[config.mk]
export PLATFORM = sky130hd
export DESIGN_NAME = dmem_ctrl
export DESIGN_NICKNAME = d
export VERILOG_FILES = /design/src/rtl/dmem_pkg.sv /design/src/rtl/dmem_array.sv /design/src/rtl/dmem_ctrl.sv
export SDC_FILE = /design/constraint.sdc
export NUM_CORES = 1
export LEC_CHECK = 0
export BUFFER_PORTS_ARGS = -buffer_cell sky130_fd_sc_hd__buf_4
export CAP_MARGIN = 20
export CORE_MARGIN = 2
export CORE_UTILIZATION = 44
export CTS_BUF_LIST = sky130_fd_sc_hd__clkbuf_16
export CTS_CLUSTER_DIAMETER = 200
export DETAILED_ROUTE_END_ITERATION = 12
export GPL_ROUTABILITY_DRIVEN = 0
export HOLD_SLACK_MARGIN = 0.15
export PLACE_DENSITY_LB_ADDON = 0.08
export SETUP_SLACK_MARGIN = 0.3
export SYNTH_ARGS = -nofsm -noshare
export SYNTH_HDL_FRONTEND = slang
export SYNTH_SLANG_ARGS = --single-unit
[constraint.sdc]
create_clock -name clk_i -period 20.3 [get_ports clk_i]
set_clock_uncertainty 0.2 [all_clocks]
set_input_delay 0 -clock clk_i [delete_from_list [all_inputs] [get_ports clk_i]]
set_output_delay 0 -clock clk_i [all_outputs]
set_load 0.005 [all_outputs]
[src/rtl/dmem_pkg.sv]
// Shared types and helpers for the handshaked data memory.
package dmem_pkg;

  typedef enum logic [1:0] {
    IDLE,
    BUSY,
    RESP
  } dmem_state_t;

  localparam int DMEM_CNT_W = 4;

  function automatic int dmem_offs(input int dataW);
    return $clog2(dataW / 8);
  endfunction

endpackage

[src/rtl/dmem_array.sv]
// Synchronous single-port word array: per-byte write mask, registered read port, no reset.
module dmem_array #(
  parameter int DATA_W = 32,
  parameter int DEPTH  = 32,
  parameter int AW     = (DEPTH > 1) ? $clog2(DEPTH) : 1
) (
  input  logic                clk_i,
  input  logic                wrEn,
  input  logic                rdEn,
  input  logic [AW-1:0]       addr,
  input  logic [DATA_W-1:0]   wrData,
  input  logic [DATA_W/8-1:0] byteEn,
  output logic [DATA_W-1:0]   rdData
);

  logic [DATA_W-1:0] mem [DEPTH];

  // Read sees the word as it was before a same-edge write.
  always_ff @(posedge clk_i) begin
    if (wrEn) begin
      for (int b = 0; b < DATA_W / 8; b++) begin
        if (byteEn[b]) mem[addr][8*b +: 8] <= wrData[8*b +: 8];
      end
    end
    if (rdEn) rdData <= mem[addr];
  end

endmodule

[src/rtl/dmem_ctrl.sv]
// Data memory controller: req/ack handshake, programmable latency, alignment/range errors.
// Build option: define DMEM_BYTE_WRITE_EN to honour ByteEn_i; otherwise writes update the full word.
//
// state | meaning
// IDLE  | ready, accepts a request on Req_i
// BUSY  | latency counter running down
// RESP  | Ack_o (and Error_o) presented for one cycle
module dmem_ctrl
  import dmem_pkg::*;
#(
  parameter int DATA_W  = 32,
  parameter int DEPTH   = 32,
  parameter int LATENCY = 1
) (
  input  logic                clk_i,
  input  logic                rst_i,
  input  logic                Req_i,
  input  logic                Write_i,
  input  logic [31:0]         Address_i,
  input  logic [DATA_W-1:0]   WriteData_i,
  input  logic [DATA_W/8-1:0] ByteEn_i,
  output logic                Ready_o,
  output logic                Ack_o,
  output logic                Error_o,
  output logic [DATA_W-1:0]   ReadData_o
);

  localparam int OFFS = dmem_offs(DATA_W);
  localparam int BE_W = DATA_W / 8;
  localparam int AW   = (DEPTH > 1) ? $clog2(DEPTH) : 1;
  localparam logic [31:0] ALIGN_MASK = (32'd1 << OFFS) - 32'd1;
  localparam logic [DMEM_CNT_W-1:0] CNT_LOAD = DMEM_CNT_W'(LATENCY - 1);
`ifdef DMEM_BYTE_WRITE_EN
  localparam bit BYTE_WRITE_EN = 1'b1;
`else
  localparam bit BYTE_WRITE_EN = 1'b0;
`endif

  dmem_state_t state, nextState;
  logic [DMEM_CNT_W-1:0] cnt, cntNext;
  logic access, doAccess, accept;

  logic              opWrite;
  logic [31:0]       addrQ;
  logic [DATA_W-1:0] dataQ;
  logic [BE_W-1:0]   maskQ;

  logic              selWrite;
  logic [31:0]       selAddr;
  logic [DATA_W-1:0] selData;
  logic [BE_W-1:0]   selMask;
  logic [BE_W-1:0]   wrMask;
  logic              selErr;

  logic              ackQ, errQ, rdValid;
  logic [DATA_W-1:0] arrRd;

  always_comb begin
    nextState = state;
    cntNext   = cnt;
    access    = 1'b0;
    case (state)
      IDLE: begin
        if (Req_i) begin
          cntNext = CNT_LOAD;
          if (LATENCY == 1) begin
            nextState = RESP;
            access    = 1'b1;
          end else begin
            nextState = BUSY;
          end
        end
      end
      BUSY: begin
        cntNext = cnt - DMEM_CNT_W'(1);
        if (cnt == DMEM_CNT_W'(1)) begin
          nextState = RESP;
          access    = 1'b1;
        end
      end
      RESP:    nextState = IDLE;
      default: nextState = IDLE;
    endcase
  end

  assign accept = (state == IDLE) && Req_i;

  // With single-cycle latency the access edge is also the accept edge, so the live inputs are used.
  assign selWrite = (state == IDLE) ? Write_i     : opWrite;
  assign selAddr  = (state == IDLE) ? Address_i   : addrQ;
  assign selData  = (state == IDLE) ? WriteData_i : dataQ;
  assign selMask  = (state == IDLE) ? ByteEn_i    : maskQ;
  assign wrMask   = selMask | {BE_W{!BYTE_WRITE_EN}};

  assign selErr   = (|(selAddr & ALIGN_MASK)) || ((selAddr >> OFFS) >= 32'(DEPTH));
  assign doAccess = access && !rst_i;

  always_ff @(posedge clk_i) begin
    if (rst_i) begin
      state   <= IDLE;
      cnt     <= '0;
      ackQ    <= 1'b0;
      errQ    <= 1'b0;
      rdValid <= 1'b0;
    end else begin
      state <= nextState;
      cnt   <= cntNext;
      ackQ  <= access;
      errQ  <= access && selErr;
      if (access && !selWrite && !selErr) rdValid <= 1'b1;
    end
  end

  always_ff @(posedge clk_i) begin
    if (accept) begin
      opWrite <= Write_i;
      addrQ   <= Address_i;
      dataQ   <= WriteData_i;
      maskQ   <= ByteEn_i;
    end
  end

  dmem_array #(
    .DATA_W(DATA_W),
    .DEPTH (DEPTH),
    .AW    (AW)
  ) uArray (
    .clk_i (clk_i),
    .wrEn  (doAccess && selWrite && !selErr),
    .rdEn  (doAccess && !selWrite && !selErr),
    .addr  (selAddr[OFFS +: AW]),
    .wrData(selData),
    .byteEn(wrMask),
    .rdData(arrRd)
  );

  // The array register has no reset; rdValid supplies the zero after reset.
  assign ReadData_o = rdValid ? arrRd : '0;
  assign Ack_o      = ackQ;
  assign Error_o    = errQ;
  assign Ready_o    = !rst_i && (state == IDLE);

endmodule

---- Word-level counts from Yosys, hierarchy flattened ----
Memory sizes are Yosys's and may differ from the RTL's. A register that Yosys moved wholly into a read port is not among the register bits.
Index checks and enable logic that the tools add are counted.
storage, ports and cells
  flip-flop bits (word level) ............. 74
  latch bits .............................. 0
  bits in writable memories ............... 1,024
  ROM bits ................................ 0
  output and inout bits ................... 35
  word-level logic and storage cells ...... 48
  memories kept ........................... 1
memory list
  memory      words  bits a word  read ports  clocked after memory_dff  wr ports  RTL line          source
  uArray.mem  32     32           1           1                         1         dmem_array.sv:16  logic [DATA_W-1:0] mem [DEPTH];
operators by class
  add/sub/neg operators ................... 1
  multipliers ............................. 0
  div/mod/pow operators ................... 0
  magnitude comparators ................... 1
  equal/unequal tests ..................... 4
  shifts and indexed selects .............. 0
  multiplexer cells ....................... 14
  bitwise logic cells ..................... 0
  reduce and logical (&&, ||, !) cells .... 19
operator list
  cell                   count
  $mux W32               3
  $ge A30 B6 Y1 const B  1
  $logic_and A1 B1 Y1    10
  $pmux W4 S2            1
  $mux W1                5
  $eq A4 B1 Y1 const B   1
  $mux W2                2
  $mux W4                1
  $ne A2 B2 Y1 const B   2
  $pmux W2 S2            1
  $reduce_and A2 Y1      2
  $sub A4 B1 Y4 const B  1
  $logic_not A1 Y1       3
  $eq A2 B1 Y1 const B   1
  $logic_not A2 Y1       1
  $pmux W1 S2            1
  $reduce_bool A2 Y1     1
  $reduce_or A2 Y1       1
  $logic_or A1 B1 Y1     1

---- Depth between registers and ports, before layout ----
Gate-level depths: netlist (run 1).
  word-level depth ........................ 8
  mapped depth ............................ 10

---- Cells and area by module ----
A second synthesis (run 1) with hierarchy kept.
second synthesis, totals
  cell total of the unflattened synthesis .. 2,412
  area total of the unflattened synthesis .. 43,405.4 µm²
by module, submodules not included
  module      instances  cells an instance  area an instance (µm²)
  dmem_array  1          2,230              40,523.9
  dmem_ctrl   1          182                2,881.5

---- Least setup slack after synthesis (run 1) ----
No wires, ideal clock.
  kind .................................... register -> register
  start point ............................. register state[1]
  end point ............................... register uArray.rdData[0], read port of uArray.mem, enable pin
  library setup time ...................... 461 ps
  data arrival time ....................... 6,243 ps
  data required time ...................... 19,639 ps
  slack ................................... 13,396 ps
  stages on the path, launching flop included .. 6
  path buffers ............................ 2
  period minus slack after synthesis ...... 6,904 ps
  cell sequence ........................... dfxtp_1 -> buf_6 -> buf_6 -> nor2b_1 -> nand2b_1 -> nor3_1
between the ends
  longest elaborated chain between the ends .. 6
  elaborated cells between the ends (all ways) .. 13
  those cells by class .................... order compare (1); eq/ne (1); mux (3); reduce/logical (8)
ends and longest elaborated chain
  item                                               RTL line                                           source
  start: declaration                                 dmem_ctrl.sv:39                                    dmem_state_t state, nextState;
  start signal: assignment                           dmem_ctrl.sv:106                                   state <= nextState;
  $logic_not A2 Y1                                   dmem_ctrl.sv:62, dmem_ctrl.sv:89, dmem_ctrl.sv:90
  $mux W32                                           dmem_ctrl.sv:90                                    assign selAddr = (state == IDLE) ? Address_i : addrQ;
  $ge A30 B6 Y1 or $reduce_or A2 Y1 (tied branches)  dmem_ctrl.sv:95                                    assign selErr = (|(selAddr & ALIGN_MASK)) || ((selAddr >> OFFS) >= 32'(DEPTH));
  $logic_or A1 B1 Y1                                 dmem_ctrl.sv:95
  $logic_not A1 Y1                                   dmem_ctrl.sv:130                                   .rdEn (doAccess && !selWrite && !selErr),
  $logic_and A1 B1 Y1 *                              dmem_ctrl.sv:130
  net uArray.rdEn                                    dmem_array.sv:9                                    input logic rdEn,
  end: declaration                                   dmem_array.sv:13                                   output logic [DATA_W-1:0] rdData
The timed path passes the listed nets; every way through them passes the cells marked *.
A chain may end at the register's enable or synchronous reset.

---- Worst setup path after layout (run 1) ----
  start point ............................. register state[1]
  end point ............................... register uArray.rdData[16], read port of uArray.mem, data pin
between the ends
  longest elaborated chain between the ends .. 6
  elaborated cells between the ends (all ways) .. 13
  those cells by class .................... order compare (1); eq/ne (1); mux (3); reduce/logical (8)
ends and longest elaborated chain
  item                                               RTL line
  $logic_not A2 Y1                                   dmem_ctrl.sv:62, dmem_ctrl.sv:89, dmem_ctrl.sv:90
  $mux W32                                           dmem_ctrl.sv:90
  $ge A30 B6 Y1 or $reduce_or A2 Y1 (tied branches)  dmem_ctrl.sv:95
  $logic_or A1 B1 Y1                                 dmem_ctrl.sv:95
  $logic_not A1 Y1                                   dmem_ctrl.sv:130
  $logic_and A1 B1 Y1                                dmem_ctrl.sv:130
Several ways; a longest one is shown, not always the timed one.

==> metrics.txt, run 1 <==
vias in the first global route 23700; Starting Density 0.443; Max clock buf depth 3; EDFF count, synth 1120; Synth area leaders edfxtp_1, mux2i_1, a22o_1; worst setup path category flop to flop; clock latency on the worst-skew pair between 600 and 700 ps; I/O pin count about 110; Die ar. approximately 99000 sq um; Setup TNS Final 0 ps; ys flop type edfxtp_1; Max Fclk 205 MHz; final setup fails 0; cell area after layout 50400 sq um; period utilisation layout 0.240; Slowest cell on crit path buf_4; final WL about 120000 um; Cells after DPL 3815; Cell variety after synth 39; slowest stage delay, CP ~950 ps; data arrival time of the worst path 5080 ps; Startpoint Class flop; vias post-DR roughly 24000; TritonRoute pass-1 iters 5; register area share after synthesis 0.791; Worst Path Required 20510 ps; CTS Root Cell clkbuf_16; ys async rst share 0; total grt overflow 0; Core Util, Final 0.523; Hold Vio Cnt, Final 0; clk sinks 1124; DR vias/cell 5.76; Slew HR 0.224; Clock transition at path regs 70 ps; CTS tree built; Fillers 7862; number of register bits inferred by synthesis ~1100; Core Area 96300 sq um; routed len/inst 28.7 um; mean post-synth cell area 17.0 sq um; 1st-iter DRT viols 2335; layout cell share with drive strength beyond 1 0.150; initial antenna violation count 0; worst slew pin tran ~1200 ps; post-CTS setup buffer count 0; Antenna Nets Post-Route 0; most used cell, CP buf_4; port bufs 102; DRC 0; syn nets 2580; cell row count 114; DIE HEIGHT 315 um; most frequent cell after synthesis edfxtp_1; Crit Path Max Fanout 93; post-place instance area roughly 45000 sq um; Yosys warnings 0; synthesized area 42600 sq um; Yosys top cell area share 0.789; Final nets 2865; width of the die 315 um; final worst path period need 4880 ps; Crit. End Element flop; CTS Buf Count 118; static leakage 17.0 nW; Syn Inst Count 2508; post-synth top area cell edfxtp_1; status finished clean; DP HPWL 61000 um; Pwr Total roughly 5 mW; pwr/cell area 97.3 nW/um^2; CTS H-tree lvls 3; Peak VDD IR 65.9 uV; Post-Layout Cell Count 4164; critical path, cell by cell mux2_8, buf_4, buf_4, mux2i_1, o22ai_1, nor4_1, nand4_1; Max-Cap Viols 0; Hold Path Class primary input to flop; first-pass GRT wire length ~170000 um; GR Util All Layers 0.240; Slew Viols, Final 0; RSZ-0062 raised after global routing false; ranking of synthesized cells by instance count edfxtp_1, nand2_1, mux2i_1, o22ai_1, a21oi_1; synth-to-layout area growth 18.2%; largest net degree at the start of global routing between 90 and 100
## repair_timing
action | in CTS | in global routing
hold buffers | 133 | 0
endpoints found under the hold margin | 1194 | 0
resized for setup | 0 | 0
## per-layer routing
layer  track usage  up-vias  wire length, um
met4        0.0707        0             3390
met3        0.0362      202             6160
met2         0.405      740            59000
met1         0.324    12500            51000
met5             0        -                0
li1              -    10600                -
## worst max-delay path, delay by kind of cell (launching register included)
| family | cells | cell delay [ps] |
|---|---|---|
| compound gates | 1 | 120 |
| buf+inv | 2 | 1820 |
| flops | 1 | 510 |
| mux | 2 | 1080 |
| simple gates | 2 | 730 |
## sequential cells by signal, summed over array words and instances, names as in the netlist
| name | count |
|---|---|
| dataQ | 32 |
| uArray.mem | 1024 |
| addrQ | 32 |
| Error_o | 1 |
| state | 1 |
| rdValid | 1 |
| uArray.rdData | 32 |
| Ack_o | 1 |
## metrics by stage
| step | worst slack (ps) | hold WS, ps |
|---|---|---|
| finish | 15420 | 202 |
| global route | 15190 | 215 |
| CTS | 15390 | 156 |
| detailed placement | 15380 | -11.1 |
| global placement | 15420 | -13.3 |
| floorplan | 13400 | -173 |
## cells by family (layout without fill, tap and decap cells)
family	after synthesis	count (layout)	share of synthesized area
other	0	1	0
AOI/OAI and AO/OA	473	473	0.0713
and+or+nand+nor	471	471	0.0526
buffers and inverters	145	524	0.0142
DFF	1124	1124	0.791
muxes	295	295	0.0707
## path summary, 6_finish.rpt
kind	startpoint	to	slack, ps	depth (start not counted)
setup / recovery	state[1]$_SDFFE_PP0P_	uArray.rdData[16]$_DFFE_PP_	15420	7
hold / removal	Req_i	addrQ[2]$_DFFE_PP_	200	3
setup reg to reg	state[1]$_SDFFE_PP0P_	uArray.rdData[16]$_DFFE_PP_	15420	7
hold reg to reg	uArray.mem[7][2]$_DFFE_PP_	uArray.rdData[2]$_DFFE_PP_	460	3
## cell usage in the layout (no fill, tap or decap), types with 12 or more instances in the layout
master,instances
mux2i_1,258
clkbuf_16,120
and2_1,33
nand4_1,30
edfxtp_1,1120
nand2_1,263
mux2_2,33
dlygate4sd3_1,133
o21ai_0,56
nor4_1,75
o21ai_4,12
a21oi_1,129
inv_1,22
o22ai_1,132
nor2_4,32
buf_4,169
clkinv_1,29
a22o_1,116
clkinv_2,31
## where the power goes
part           internal, mW  switching [mW]  total, mW
clock                  1.17           0.875       2.04
combinational        0.0955           0.180      0.276
sequential             2.58         0.00374       2.59
## cell type report
class | instances | area (sq um) | area share
multi-input combinational | 1239 | 8760 | 0.174
clock buffer | 120 | 3000 | 0.0596
sequential | 1124 | 33700 | 0.669
timing repair buffer | 303 | 2610 | 0.0518
inverter | 7 | 26.3 | 0.000522
tap | 1276 | 1600 | 0.0317
clock inverter | 94 | 659 | 0.0131
antenna | 1 | 2.50 | 0.0000497
Note: power is estimated with default switching activity, not from simulation.
==> run 2: changes to the inputs <==
==> constraint.sdc (replaced) <==
create_clock -name clk_i -period 4.3 [get_ports clk_i]
set_clock_uncertainty 0.2 [all_clocks]
set_input_delay 0 -clock clk_i [delete_from_list [all_inputs] [get_ports clk_i]]
set_output_delay 0 -clock clk_i [all_outputs]
set_load 0.005 [all_outputs]
==> run 2 against run 1 <==
Effect of this change:
- via count decreased by 0.15%
- non-clock buffer count is 55 higher
- flip-flop and latch count unchanged
- hold slack improved by 9.3 ps
- sequential share of layout area decreased by 1.2 points
- clock power rose to 4.8 times the previous value
- die area stayed put
- clock-buffer cell count did not move
- setup slack lost 15000 ps
==> metrics.txt, run 2 (synthesis results as in run 1) <==
width of the die 315 um (unchanged); Clock transition at path regs 60 ps (about the same); I/O pin count 107 (unchanged); r2r setup slk 680 ps (-14750 ps); Peak VDD IR 325 uV (+390%); Worst Path Required 4520 ps (-15990 ps); Crit. Startpoint state[1]$_SDFFE_PP0P_; hold slack 211 ps (+9.32 ps); hold buffer count at CTS 134 (+0.75%); clock latency on the worst-skew pair 690 ps (about the same); initial antenna violation count 2 (+2); number of flip-flops under the largest register name 1024 (unchanged); Hold Vio Cnt, Final 0 (unchanged); status finished clean; Max-Cap Viols 0 (unchanged); cell area after layout 51300 sq um (+1.9%); total grt overflow 0 (unchanged); clk sinks 1124 (unchanged); CTS H-tree lvls 3 (unchanged); final WL 119000 um (-0.57%); most frequent cells in the layout edfxtp_1, nand2_1, mux2i_1; Setup TNS Final 0 ps (unchanged); commonest non-fill, non-tap cell in the layout edfxtp_1; vias in the first global route 24000 (+1.4%); worst r2r src state[1]$_SDFFE_PP0P_; DIE HEIGHT 315 um (unchanged); cts repair resizes 0 (unchanged); data arrival time of the worst path 3850 ps (-1230 ps); Antenna Nets Post-Route 0 (unchanged); Core Area 96300 sq um (unchanged); final worst path period need 3620 ps (-1250 ps); first-pass GRT wire length 169000 um (+0.30%); worst slew pin tran 1100 ps (-64.8 ps); synth-to-layout area growth 20.4%; DRC 0 (unchanged); Reg with most FFs uArray.mem; Reg2Reg Depth 7 (unchanged); port bufs 102 (unchanged); final worst slack 679 ps (-14750 ps); worst setup path category flop to flop; Startpoint Class flop; Hold Path Class primary input to flop; Slew HR 0.253 (+0.0287); GR Util All Layers 0.240 (-0.000703); CTS Buf Count 118 (unchanged); Final nets 2920 (+1.9%); TritonRoute pass-1 iters 7 (+2); post-CTS setup buffer count 0 (unchanged); cell row count 114 (unchanged); FF-to-FF End uArray.rdData[7]$_DFFE_PP_; Fillers 7653 (-2.7%); dpl ws 563 ps (-14820 ps); final setup fails 0 (unchanged); static leakage 17.5 nW (+2.8%); DP HPWL 66900 um (+9.8%); Critical Path End uArray.rdData[7]$_DFFE_PP_; final antenna diode count 0 (-1); CTS tree built; routed len/inst 28.2 um (-1.8%); largest net degree at the start of global routing 125 (+33%); pwr/cell area 454 nW/um^2 (+370%); period utilisation layout 0.842 (+0.602); Die ar. 99300 sq um (unchanged); 1st-iter DRT viols 2207 (-5.5%); layout cell share with drive strength beyond 1 0.161 (+0.0116); Max Fclk 276 MHz (+35%); Crit. End Element flop; CTS Root Cell clkbuf_16; Slew Viols, Final 0 (unchanged); post-place instance area 46200 sq um (+1.9%); DR vias/cell 5.68 (-1.4%); hold wc startpoint Address_i[23]; vias post-DR 24000 (-0.15%); Max clock buf depth 3 (unchanged); Crit Path Max Fanout 34 (-63%); Starting Density 0.443 (unchanged); RSZ-0062 raised after global routing false
[run 2: cell count changes in the layout (fill, tap and decap cells not counted), moves of 2 or more]
cell       before  now
clkinv_2       31   21
clkinv_4        2    0
inv_6           4    1
buf_4         169  186
clkinv_1       29   23
inv_1          22   37
buf_12          0   38
bufinv_16       8   11
[run 2: worst max-delay path: stages (launching register included)]
cell,delay (ps)
dfxtp_4,630
mux2_2,590
o21ai_4,340
buf_4,360
o22ai_1,190
nor4_1,740
buf_4,220
nand4_1,70
[run 2: worst min-delay path by stage]
stage	cells after the start	slack (ps)	endpoint
floorplan	1	-170	Ready_o
global placement	1	-10	dataQ[7]$_DFFE_PP_
detailed placement	1	-10	dataQ[19]$_DFFE_PP_
CTS	6	150	Error_o$_SDFF_PP0_
global route	4	220	uArray.rdData[30]$_DFFE_PP_
finish	6	210	Error_o$_SDFF_PP0_
[run 2: power by group]
group          internal (mW)  leakage, nW  switching [mW]
logic                  0.486         5.44           0.861
registers               12.2         10.1          0.0209
clock network           5.66         1.93            4.07
total                   18.3         17.5            4.95
[run 2: final cells by class]
class | instances | area, sq um | share of cell area
Multi-Input combinational cell | 1239 | 8770 | 0.171
Clock buffer | 120 | 3000 | 0.0585
Inverter | 7 | 26.3 | 0.000512
Sequential cell | 1124 | 33700 | 0.657
Timing Repair Buffer | 358 | 3500 | 0.0682
Tap cell | 1276 | 1600 | 0.0311
Clock inverter | 91 | 702 | 0.0137
[run 2: stage by stage]
| stage | std cells | utilization | total power [mW] |
|---|---|---|---|
| detailed placement | 3869 | 0.480 | 13.7 |
| CTS | 4214 | 0.533 | 23.5 |
| finish | 4215 | 0.533 | 23.3 |
| global route | 4215 | 0.533 | 24.0 |
| floorplan | 2508 | - | 13.2 |
| global placement | 3869 | 0.480 | 13.7 |
[run 2: per-layer routing]
metal  share of wire  GRT usage  vias up
met5               0          0        -
met4           0.024     0.0661        0
met3           0.046     0.0288      175
met2            0.50      0.414      685
met1            0.43      0.321    12400
li1                -          -    10700
